--- src/rtl/temp_bcd_converter_if.sv ---
// Sample-in / BCD-out bundle of the temperature converter.
// master drives the station/ADC side; slave is the converter.
interface temp_bcd_converter_if #(
  parameter int unsigned IN_W   = 12,
  parameter int unsigned DIGITS = 2
);
  logic                  enable;
  logic [IN_W-1:0]       sample;
  logic                  sample_valid;
  logic [4*DIGITS-1:0]   bcd;
  logic                  display;
  logic                  busy;
  logic                  done;
  logic                  overflow;

  modport master (
    output enable, sample, sample_valid,
    input  bcd, display, busy, done, overflow
  );

  modport slave (
    input  enable, sample, sample_valid,
    output bcd, display, busy, done, overflow
  );
endinterface

--- src/rtl/temp_bcd_converter.sv ---
// Captures an XADC sample, divides by DIVISOR via repeated subtraction and shows the
// saturated quotient as a DIGITS-wide BCD word, optionally re-sampling every REFRESH_CYCLES.
module temp_bcd_converter #(
  parameter int unsigned IN_W           = 12,
  parameter int unsigned DIGITS         = 2,
  parameter int unsigned DIVISOR        = 68,
  parameter logic [3:0]  BLANK          = 4'hF,
  parameter int unsigned REFRESH_CYCLES = 0
) (
  input  logic                 CLK,
  input  logic                 RSTn,
  temp_bcd_converter_if.slave  conv_io
);

  localparam int unsigned   BcdW      = 4 * DIGITS;
  localparam int unsigned   CntW      = (REFRESH_CYCLES > 0) ? $clog2(REFRESH_CYCLES + 1) : 1;
  localparam logic [63:0]   MaxDiv    = (64'd1 << IN_W) - 64'd1;
  localparam logic [IN_W-1:0] Div     = IN_W'(DIVISOR);
  localparam logic [BcdW-1:0] BlankWord = {DIGITS{BLANK}};
  localparam logic [CntW-1:0] RefreshCnt = CntW'(REFRESH_CYCLES);

  if (DIVISOR < 1 || 64'(DIVISOR) > MaxDiv) begin : g_bad_divisor
    $error("DIVISOR must lie in 1 .. 2**IN_W-1");
  end
  if (DIGITS < 1 || DIGITS > 4) begin : g_bad_digits
    $error("DIGITS must lie in 1 .. 4");
  end

  typedef enum logic [2:0] {StIdle, StWait, StDivide, StOutput, StHold} state_e;

  state_e          state_q, state_d;
  logic [IN_W-1:0] rem_q, rem_d;
  logic [BcdW-1:0] quot_q, quot_d;
  logic            sat_q, sat_d;
  logic [CntW-1:0] cnt_q, cnt_d;
  logic [BcdW-1:0] bcd_q, bcd_d;
  logic            done_q, done_d;
  logic            ovf_q, ovf_d;

  logic [BcdW-1:0] quot_inc;
  logic            all_nines;
  logic [IN_W-1:0] rem_sub;

  // Ripple BCD increment; all_nines doubles as the carry and ends high only for 99..9.
  always_comb begin
    quot_inc  = quot_q;
    all_nines = 1'b1;
    for (int unsigned i = 0; i < DIGITS; i++) begin
      if (all_nines) begin
        if (quot_q[4*i +: 4] == 4'd9) begin
          quot_inc[4*i +: 4] = 4'd0;
        end else begin
          quot_inc[4*i +: 4] = quot_q[4*i +: 4] + 4'd1;
          all_nines          = 1'b0;
        end
      end
    end
  end

  assign rem_sub = rem_q - Div;

  always_comb begin
    state_d = state_q;
    rem_d   = rem_q;
    quot_d  = quot_q;
    sat_d   = sat_q;
    cnt_d   = cnt_q;
    bcd_d   = bcd_q;
    done_d  = 1'b0;
    ovf_d   = ovf_q;

    case (state_q)
      StIdle: begin
        if (conv_io.enable) begin
          state_d = StWait;
          bcd_d   = BlankWord;
        end
      end
      StWait: begin
        if (!conv_io.enable) begin
          state_d = StIdle;
          bcd_d   = BlankWord;
          ovf_d   = 1'b0;
        end else if (conv_io.sample_valid) begin
          rem_d   = conv_io.sample;
          quot_d  = '0;
          sat_d   = 1'b0;
          state_d = (conv_io.sample >= Div) ? StDivide : StOutput;
        end
      end
      StDivide: begin
        if (!conv_io.enable) begin
          state_d = StIdle;
          bcd_d   = BlankWord;
          ovf_d   = 1'b0;
        end else if (rem_q < Div) begin
          state_d = StOutput;
        end else if (all_nines) begin
          // Quotient cannot grow any further: freeze it and flag saturation.
          sat_d   = 1'b1;
          state_d = StOutput;
        end else begin
          rem_d  = rem_sub;
          quot_d = quot_inc;
          if (rem_sub < Div) begin
            state_d = StOutput;
          end
        end
      end
      StOutput: begin
        bcd_d   = quot_q;
        ovf_d   = sat_q;
        done_d  = 1'b1;
        cnt_d   = '0;
        state_d = StHold;
      end
      StHold: begin
        if (!conv_io.enable) begin
          state_d = StIdle;
        end else if (REFRESH_CYCLES != 0) begin
          cnt_d = cnt_q + 1'b1;
          // Re-sample without blanking so the previous reading stays on display.
          if (cnt_d == RefreshCnt) begin
            state_d = StWait;
          end
        end
      end
      default: state_d = StIdle;
    endcase
  end

  always_ff @(posedge CLK or negedge RSTn) begin
    if (!RSTn) begin
      state_q <= StIdle;
      rem_q   <= '0;
      quot_q  <= '0;
      sat_q   <= 1'b0;
      cnt_q   <= '0;
      bcd_q   <= BlankWord;
      done_q  <= 1'b0;
      ovf_q   <= 1'b0;
    end else begin
      state_q <= state_d;
      rem_q   <= rem_d;
      quot_q  <= quot_d;
      sat_q   <= sat_d;
      cnt_q   <= cnt_d;
      bcd_q   <= bcd_d;
      done_q  <= done_d;
      ovf_q   <= ovf_d;
    end
  end

  assign conv_io.bcd      = bcd_q;
  assign conv_io.done     = done_q;
  assign conv_io.overflow = ovf_q;
  assign conv_io.display  = conv_io.enable;
  assign conv_io.busy     = (state_q == StWait) || (state_q == StDivide) ||
                            (state_q == StOutput);

endmodule
--- src/flat_wrapper.sv ---
// flat-port wrapper written by rule: the top's interface ports become plain ports
module temp_bcd_converter_flat 
#(
  parameter int unsigned IN_W           = 12,
  parameter int unsigned DIGITS         = 2,
  parameter int unsigned DIVISOR        = 68,
  parameter logic [3:0]  BLANK          = 4'hF,
  parameter int unsigned REFRESH_CYCLES = 0
)
  (CLK, RSTn, conv_io_enable, conv_io_sample, conv_io_sample_valid, conv_io_bcd, conv_io_display, conv_io_busy, conv_io_done, conv_io_overflow);
  temp_bcd_converter_if #(.IN_W(IN_W), .DIGITS(DIGITS)) conv_io_i ();
  input  logic CLK;
  input  logic RSTn;
  input wire logic [$bits(conv_io_i.enable)-1:0] conv_io_enable;
  input wire logic [$bits(conv_io_i.sample)-1:0] conv_io_sample;
  input wire logic [$bits(conv_io_i.sample_valid)-1:0] conv_io_sample_valid;
  output wire logic [$bits(conv_io_i.bcd)-1:0] conv_io_bcd;
  output wire logic [$bits(conv_io_i.display)-1:0] conv_io_display;
  output wire logic [$bits(conv_io_i.busy)-1:0] conv_io_busy;
  output wire logic [$bits(conv_io_i.done)-1:0] conv_io_done;
  output wire logic [$bits(conv_io_i.overflow)-1:0] conv_io_overflow;
  assign conv_io_i.enable = conv_io_enable;
  assign conv_io_i.sample = conv_io_sample;
  assign conv_io_i.sample_valid = conv_io_sample_valid;
  assign conv_io_bcd = conv_io_i.bcd;
  assign conv_io_display = conv_io_i.display;
  assign conv_io_busy = conv_io_i.busy;
  assign conv_io_done = conv_io_i.done;
  assign conv_io_overflow = conv_io_i.overflow;
  temp_bcd_converter #(.IN_W(IN_W), .DIGITS(DIGITS), .DIVISOR(DIVISOR), .BLANK(BLANK), .REFRESH_CYCLES(REFRESH_CYCLES)) u_core (.CLK(CLK), .RSTn(RSTn), .conv_io(conv_io_i));
endmodule
--- config.mk ---
export PLATFORM = sky130hd
export DESIGN_NAME = temp_bcd_converter_flat
export DESIGN_NICKNAME = d
export VERILOG_FILES = /design/src/rtl/temp_bcd_converter_if.sv /design/src/rtl/temp_bcd_converter.sv /design/src/flat_wrapper.sv
export SDC_FILE = /design/constraint.sdc
export NUM_CORES = 1
export LEC_CHECK = 0
export CORE_MARGIN = 5
export CORE_UTILIZATION = 45
export CTS_CLUSTER_DIAMETER = 60
export DETAILED_ROUTE_END_ITERATION = 8
export PLACE_DENSITY = 0.8
export SYNTH_ARGS = -nofsm -noshare
export SYNTH_HDL_FRONTEND = slang
export SYNTH_SLANG_ARGS = --single-unit
export TNS_END_PERCENT = 50
--- constraint.sdc ---
create_clock -name CLK -period 2.1 [get_ports CLK]
set_clock_uncertainty 0.1 [all_clocks]
set_input_delay 0.315 -clock CLK [delete_from_list [all_inputs] [get_ports CLK]]
set_output_delay 0.315 -clock CLK [all_outputs]
set_load 0.01 [all_outputs]
==> metrics.md <==
| Metric | Value |
|---|---|
| Core ar. | 0.00426 mm^2 |
| Worst vdd ir | 0.607 mV |
| Slew Viols, Final | 0 |
| Initial antenna violation count | 0 |
| Number of synthesized register bits | 32 |
| Worst endpoint required time | 2180 ps |
| Most frequent cells in the layout | buf_4 (36), clkdlybuf4s50_1 (25), dfrtp_1 (24) |
| Die Ht | 75.8 um |
| Detailed Route WL | 5010 um |
| Max Cap Viol | 0 |
| Detailed-route via count | 1899 |
| Final antenna diode count | 0 |
| Worst setup SP type | flop |
| Final Hold Viols | 0 |
| Final setup fails | 1 |
| Die X | 75.8 um |
| Post-place instance area | 0.00246 mm^2 |
| Leak | 1.09 nW |
| Via density | 5.77 |
| Fmax | 469 MHz |
| DRT antenna net count | 0 |
| Top-area cell type share of the netlist area | 30.8% |
| DRT Pass-1 Iters | 4 |
| Nature of the critical path endpoint | flop |
| Share of cells above drive strength 1 | 25.6% |
| Synthesized cell area | 0.00195 mm^2 |
| Clock Sinks | 32 |
| First-pass GRT wire length | 8070 um |
| Die area | 0.00575 mm^2 |
| Drt initial violations | 162 |
| Num CTS Buffers | 5 |
| Setup ws final | -31.4 ps |
| Number of global-route vias before repair | 1837 |
| Grt ovf | 0 |
| Synth area leader | dfrtp_1 |
| Post-synth top flop | dfrtp_1 |
| Worst hold path type | primary input to asynchronous set/reset pin |
| Area Overhead vs Synth | 34.4% |
| Clock Path Buffers | 2 |
| Worst-path clk slew | 70 ps |
| RSZ-0062 raised after global routing | true |
| WL per Instance | 15.2 um |
| Worst Tran Pin Value | 431 ps |
| Post-synth cell types | 49 |
| Synthesis Warnings | 0 |
| CP Cell Sequence | inv_2, ha_4, or3b_4, a211o_4, and3_4, and4b_1, a31o_1 |
| Crit path kind | flop to flop |
| DRC | 0 |
| Crit path DAT | 2210 ps |
| Outcome | complete, but fails checks |
| Tcrit/Tclk final | 101% |
| Slew headroom | 71.2% |
| Final instance area | 0.00262 mm^2 |
| H-tree levels | 2 |
| I/O pins | 28 |
| Worst-Skew Late Latency | 290 ps |
| Cells after Synth | 219 |
| P per Cell Area | 1040 mW/mm^2 |
| Part of the Yosys area used for sequential elements | 41.6% |
| GPL Wtd Cong | 0.889 |
| Pin count of the biggest net entering global routing | 33 |
| EDFF count, synth | 0 |
| Failing checks | setup timing |
| Fillers | 368 |
| Final setup TNS | -31.4 ps |
| TritonCTS clock tree | done |
| Initial core utilization | 45.7% |
| Core Util, Final | 61.4% |
| Critical-path top delay cell | dfrtp_1 |
| Clock root buffer | clkbuf_8 |
| Worst path max stage delay | 400 ps |
| PortBufs | 25 |
| CP Max Fanout | 5 |
| Ys async rst share | 100% |
| GRT Total Usage | 18.3% |
| Syn Nets | 241 |
| Post-CTS Hold Buffers | 0 |
| Mean Syn Cell Area | 8.90 um^2 |
| NumNets Final | 298 |
| Commonest non-fill, non-tap cell in the layout | buf_4 |
| HPWL after DPL | 3530 um |
| Row cnt | 24 |
| Min Tclk post-route | 2130 ps |
| Synth area leaders | dfrtp_1 (31%), dfstp_2 (11%), a21oi_1 (5.6%) |
[report_power, final]
part | switching [W] | internal [W] | total, W | leakage (nW)
Sequential | 0.000113 | 0.000763 | 0.000876 | 0.404
Clock | 0.000233 | 0.000352 | 0.000585 | 0.0552
Combinational | 0.000644 | 0.000627 | 0.00127 | 0.633
Total | 0.000990 | 0.00174 | 0.00273 | 1.09
[final timing paths]
path / from / endpoint / slack [ps] / cells past startpoint
max reg2reg: u_core.rem_q[3] / u_core.quot_q[2] / -30 / 7
max in group asynchronous: RSTn / u_core.conv_io.bcd[3] / 1250 / 2
max: u_core.rem_q[3] / u_core.quot_q[2] / -30 / 7
min: RSTn / u_core.state_q[1] / 320 / 2
min in group CLK: u_core.conv_io.bcd[5] / u_core.conv_io.bcd[5] / 410 / 2
min reg2reg: u_core.conv_io.bcd[5] / u_core.conv_io.bcd[5] / 410 / 2
[what timing repair did]
action | CTS | global route
pin swaps | 0 | 2
buffers inserted | 0 | 4
gates resized for setup | 0 | 11
setup endpoints to repair | 3 | 19
[cells by family (layout without fill, tap and decap cells)]
| family | Yosys count | count (layout) | share of synthesized area (%) |
|---|---|---|---|
| AOI/OAI and AO/OA | 74 | 74 | 25.5 |
| buffers and inverters | 21 | 79 | 5.07 |
| and+or+nand+nor | 86 | 86 | 23.9 |
| DFF | 32 | 32 | 41.6 |
| adders and majority gates | 6 | 6 | 3.85 |
[metal layers]
| layer | wire length (um) | track usage [%] |
|---|---|---|
| met3 | 259 | 3.96 |
| met5 | 0 | 0 |
| met2 | 2440 | 29.6 |
| met4 | 70 | 7.18 |
| met1 | 2230 | 23.7 |
[synth_stat cells, types with 2 or more instances]
master and count:
dfrtp_1 24, a21oi_1 22, nor2_1 22, nand2_1 18, o21ai_0 15, o22ai_1 10
dfstp_2 8, inv_1 8, nor3_1 8, o211ai_1 8, clkbuf_1 7, ha_1 6
nand2b_1 6, nand3_1 5, o41ai_1 4, or3_1 4, nand3b_1 3, a22o_1 2
and3b_1 2, buf_1 2, buf_6 2, nor2b_1 2, nor3b_1 2, nor4b_1 2
o31ai_1 2, or4_1 2
[state kept, by name, indices dropped and copies added, names as in the netlist]
signal and count:
u_core.state_q 3, u_core.sat_q 1, u_core.conv_io.overflow 1, u_core.conv_io.bcd 8, u_core.quot_q 8, u_core.conv_io.done 1, u_core.rem_q 10
[through the flow]
step                      hold slack, ps  power (W)  instances  setup slack [ps]
final                                322    0.00273        329             -31.4
after global routing                 365    0.00290        329             -81.2
after CTS                            333    0.00264        325             -38.7
after detailed placement             401    0.00205        317             -58.9
after global placement               395    0.00201        317              4.20
after floorplan                    -80.6    0.00158        219             -68.2
[critical path: cells and delay by family (launching register included)]
family,cells,cell delay (ps)
buffers and inverters,1,90
AO/OA/AOI/OAI,2,560
AND/OR/NAND/NOR,3,740
adder cells (fa/ha/maj),1,130
flip-flops,1,400
[final cells by class]
class | instances | area, um^2 | area share (%)
multi-input cells | 166 | 1060 | 40.6
repair buffers | 63 | 543 | 20.7
well taps | 52 | 65.1 | 2.48
flip-flops and latches | 32 | 811 | 30.9
clock inverters | 2 | 35.0 | 1.34
clock buffers | 6 | 72.6 | 2.77
inverters | 8 | 30.0 | 1.15
(Power assumes the default switching activity.)
==> RTL change 1 (same settings) <==
Make the reset (`RSTn`) synchronous in one clocked block.
--- a/src/rtl/temp_bcd_converter.sv
+++ b/src/rtl/temp_bcd_converter.sv
@@ -130,5 +130,5 @@
   end
 
-  always_ff @(posedge CLK or negedge RSTn) begin
+  always_ff @(posedge CLK) begin
     if (!RSTn) begin
       state_q <= StIdle;
Behaviour: differs if RSTn is asserted again (counterexample within 4 cycles, from zero or initial values and one cycle with RSTn low); with RSTn held inactive, the same outputs for 10 cycles.
==> RTL change 1 against the unedited design <==
  * Routed wire length fell by 0.16%
  * Sequential cell count did not move
  * Sequential share of layout area fell by 5.4 points
  * Hold slack improved by 0.050 ns
  * First-iteration DRC count rose by 36%
  * Synthesized area fell by 0.39%
  * Cell count rose by 3.0%
  * Setup slack improved by 0.16 ns
  * Design area fell by 3.8%
Power is not compared: it rests on default switching activity, and its combinational part moved more than twofold at a synthesized area within 25%.
==> RTL change 1: results (changes against the unedited design) <==
stage;metric;value;unit;change
run_status;status;completed;;
drt;via_per_inst;5.92;;+2.6%
timing;worst_slack;0.132;ns;+0.164 ns
setup_path;reg2reg_depth;8;;+1
logic_synthesis;ys_seq_area_frac;0.330;;-0.0860
drt;wirelength;5000;µm;-0.16%
global_route;grtUsageMet3;0.0237;;-0.0158
finish;antenna_cells;0;;unchanged
placement;hpwl;3640;µm;+3.1%
logic_synthesis;synthTopCellsByArea;dfxtp_1, nand2_1, a21oi_1, nor2_1, ha_1;;
worst_hold_path;min_to;u_core.conv_io.overflow$_SDFFE_PN0P_;;
global_route;grt_use_met2;0.289;;-0.00704
placement;port_buffers;25;;unchanged
clocking;root_buffer;clkbuf_8;;
timing;slew_viol_final;0;;unchanged
finish;nNetsFinal;310;;+4.0%
placement;preCtsSetupSlack;-0.0963;ns;-0.0374 ns
logic_synthesis;synthAdderAreaFrac;0.0387;;+0.000149
power;pwr.group.clock;0.583;mW;
logic_synthesis;ys_warn_count;0;;unchanged
logic_synthesis;asyncSetResetFlopFracSynth;0;;-1.00
finish;largest_reg_flops;10;;unchanged
drt;wl_met1;2260;µm;+1.1%
logic_synthesis;synth-compound-area-share;0.291;;+0.0358
clocking;postCtsSetupBuffers;0;;unchanged
drt;routed.top_layer;met4;;
logic_synthesis;yosysUniqueCellTypes;53;;+8.2%
global_route;grt_pass1_vias;1775;;-3.4%
logic_synthesis;yosys-top-cells-count;dfxtp_1, nand2_1, nor2_1, a21oi_1, clkbuf_1;;
timing;slew_headroom;0.542;;-0.171
timing;hold_ws;0.372;ns;+0.0501 ns
setup_path;cpPeakStageDelay;0.44;ns;+0.04 ns
drt;route.met3.wl;277;µm;+6.9%
power;power_leakage;0.936;nW;
global_route;grt_util_met1;0.248;;+0.0102
logic_synthesis;syn_nets;269;;+12%
setup_path;cp_slowest_cell;or3b_1;;
global_route;grt_max_degree;26;;-21%
drt;met2_length;2340;µm;-4.1%
worst_hold_path;worstHoldPathType;flop to flop;;
setup_path;startpoint_type;flop;;
finish;drive_gt1_frac;0.152;;-0.104
setup_path;crit_family;compound AO/OA/AOI/OAI gates;;
logic_synthesis;synth_ff_type;dfxtp_1;;
setup_path;critPathMaxFanout;4;;-1
power;ir_worst_vdd;0.428;mV;
logic_synthesis;synthMuxAreaShare;0.0103;;+0.0103
placement;placed_area;2390;µm²;-2.9%
drt;firstDrtPassIters;5;;+1
setup_path;reg2reg_to;u_core.rem_q[8]$_SDFFE_PN0P_;;
setup_path;critical_path.endpoint;u_core.rem_q[8]$_SDFFE_PN0P_;;
global_route;antenna_found_initial;0;;unchanged
drt;drtIter0Drc;220;;+36%
logic_synthesis;synth-xor-area-share;0.00451;;+0.00451
setup_path;cp_data_arrival_time;2.03;ns;-0.18 ns
clocking;h-tree-depth;2;;unchanged
placement;place_congestion;0.909;;+2.3%
finish;max_flop_register;u_core.rem_q;;
setup_path;rr_startpoint;u_core.rem_q[3]$_SDFFE_PN0P_;;
global_route;grt_usage;0.184;;+0.00183
==> RTL change 1: cell count changes in the layout (fill, tap and decap cells not counted), sizes merged, moves of 4 or more <==
cell | unedited run | this run
dfxtp | 0 | 32
dfrtp | 24 | 0
buf | 38 | 28
nand2 | 18 | 28
dfstp | 8 | 0
a31oi | 0 | 6
o21ai | 16 | 10
a21oi | 23 | 18
o211ai | 9 | 5
or3 | 4 | 0
==> RTL change 1: metrics by stage <==
step           cells  power, mW
2_1_floorplan    247      0.880
3_3_place_gp     331       1.02
3_5_place_dp     331       1.03
4_1_cts          339       1.61
5_1_grt          339       1.68
6_report         339       1.61
==> RTL change 1: timing repair <==
action,in CTS,in global routing
resized for setup,2,6
pin swaps,0,0
setup endpoints to repair,6,13
endpoints found under the hold margin,0,0
hold buffers,0,0
==> RTL change 1: kinds of logic (layout without fill, tap and decap cells) <==
group / after synthesis / after routing
AO/OA/AOI/OAI: 81 / 81
XOR/XNOR: 1 / 1
adder cells (fa/ha/maj): 6 / 6
buffers and inverters: 29 / 71
flip-flops: 32 / 32
multiplexers: 2 / 2
AND/OR/NAND/NOR: 96 / 96
==> RTL change 1: worst min-delay path: stages (launching register included) <==
cell and delay, ns:
dfxtp_1 0.31, o31ai_1 0.06, a21oi_1 0.06
==> RTL change 1: cell type report <==
| class | instances | area [µm²] |
|---|---|---|
| fillers | 356 | 1570 |
| multi-input cells | 186 | 1200 |
| flip-flops and latches | 32 | 643 |
| repair buffers | 53 | 473 |
| clock buffers | 6 | 72.6 |
| well taps | 50 | 62.6 |
| inverters | 10 | 37.5 |
| clock inverters | 2 | 35.0 |
==> RTL change 2 (same flow settings) <==
Made on the original files. `DIGITS` is set to 2 in 3 places; all go to 1.
--- a/src/rtl/temp_bcd_converter_if.sv
+++ b/src/rtl/temp_bcd_converter_if.sv
@@ -3,5 +3,5 @@
 interface temp_bcd_converter_if #(
   parameter int unsigned IN_W   = 12,
-  parameter int unsigned DIGITS = 2
+  parameter int unsigned DIGITS = 1
 );
   logic                  enable;
--- a/src/rtl/temp_bcd_converter.sv
+++ b/src/rtl/temp_bcd_converter.sv
@@ -3,5 +3,5 @@
 module temp_bcd_converter #(
   parameter int unsigned IN_W           = 12,
-  parameter int unsigned DIGITS         = 2,
+  parameter int unsigned DIGITS         = 1,
   parameter int unsigned DIVISOR        = 68,
   parameter logic [3:0]  BLANK          = 4'hF,
--- a/src/flat_wrapper.sv
+++ b/src/flat_wrapper.sv
@@ -3,5 +3,5 @@
 #(
   parameter int unsigned IN_W           = 12,
-  parameter int unsigned DIGITS         = 2,
+  parameter int unsigned DIGITS         = 1,
   parameter int unsigned DIVISOR        = 68,
   parameter logic [3:0]  BLANK          = 4'hF,
Ports: changed (resized conv_io_bcd); port bits go from 28 to 24. No check against the original RTL was run, so the function may have changed too.
==> RTL change 2 against the unedited design <==
  * Count of clock-buffer cells in the layout down 3
  * Sequential cell count down 8
  * Global-route usage up 0.43 points
  * First-iteration DRC count down 44%
  * Cell count down 27%
  * Routed wire length down 23%
  * Synthesized area down 23%
  * Setup slack better by 0.13 ns
  * Design area down 28%
  * Largest cell class unchanged
Power is not compared: it rests on default switching activity, and its combinational part moved more than twofold at a synthesized area within 25%.
==> RTL change 2: results (changes against the unedited design) <==
stage;metric;value;unit;change
clocking;h-tree-depth;1;;-1
finish;inverters;9;;+1
drt;wirelength;3850;µm;-23%
finish;multi_input_area;870;µm²;-18%
finish;num-clock-buffers;3;;-3
placement;port_buffers;21;;-16%
drt;via_per_inst;5.80;;+0.54%
clocking;root_buffer;clkbuf_4;;
drt;drt-wirelength-per-cell;16.1;µm;+5.9%
logic_synthesis;syn_inst;160;;-27%
global_route;grt_usage;0.187;;+0.00429
setup_path;cp-startpoint;u_core.rem_q[2]$_DFFE_PN0P_;;
run_status;status;completed;;
setup_path;rrSetupSlack;0.1;ns;+0.13 ns
timing;slew_headroom;0.655;;-0.0578
setup_path;critPathMaxFanout;3;;-2
drt;drtIter0Drc;91;;-44%
setup_path;critical_path.endpoint;u_core.rem_q[10]$_DFFE_PN0P_;;
logic_synthesis;ys_seq_area_frac;0.405;;-0.0109
finish;multi_input_area_share;0.458;;+0.0522
finish;buffers;34;;-46%
timing;period_minus_slack;2.00;ns;-0.129 ns
placement;dp.cells;235;;-26%
finish;drive_gt1_frac;0.197;;-0.0594
placement;place_congestion;0.901;;+1.4%
finish;clkCellAreaFrac;0.0119;;-0.0292
finish;buffer_area_frac;0.162;;-0.0451
setup_path;cp_data_arrival_time;2.18;ns;-0.03 ns
setup_path;crit_family;compound AO/OA/AOI/OAI gates;;
clocking;clk_latency;0.33;ns;+0.04 ns
timing;hold_ws;0.231;ns;-0.0910 ns
finish;seq_area;607;µm²;-25%
finish;fillers;299;;-19%
logic_synthesis;yosysUniqueCellTypes;56;;+14%
global_route;grt_first_pass_wirelength;6470;µm;-20%
placement;hpwl;2950;µm;-16%
logic_synthesis;yosys-top-cells-count;dfrtp_1, nor2_1, a21oi_1, nand2_1, inv_1;;
global_route;grt_max_degree;25;;-24%
finish;syn2layout_area_growth;26.9;%;
placement;preCtsSetupSlack;-0.0158;ns;+0.0431 ns
setup_path;cp_slowest_cell;or3b_4;;
finish;max_flop_register;u_core.rem_q;;
placement;placed_area;1830;µm²;-25%
[RTL change 2: cells by family (layout without fill, tap and decap cells)]
family / Yosys count / count (layout) / share of synthesized area
AO/OA/AOI/OAI: 47 / 47 / 0.241
adder cells (fa/ha/maj): 4 / 4 / 0.0335
buffers and inverters: 13 / 46 / 0.0360
flip-flops: 24 / 24 / 0.405
multiplexers: 3 / 3 / 0.0201
AND/OR/NAND/NOR: 69 / 69 / 0.264
[RTL change 2: power groups by stage]
stage / combinational [mW] / clock [mW] / sequential (mW)
finish: 0.621 / 0.210 / 0.721
global route: 0.687 / 0.233 / 0.743
CTS: 0.574 / 0.215 / 0.711
detailed placement: 0.573 / 0 / 0.718
global placement: 0.549 / 0 / 0.711
floorplan: 0.386 / 0 / 0.694
[RTL change 2: per-layer routing]
layer	global-route usage	wire, µm
met4	0.0684	59
met2	0.321	1920
met5	0	0
met1	0.237	1690
met3	0.0266	175
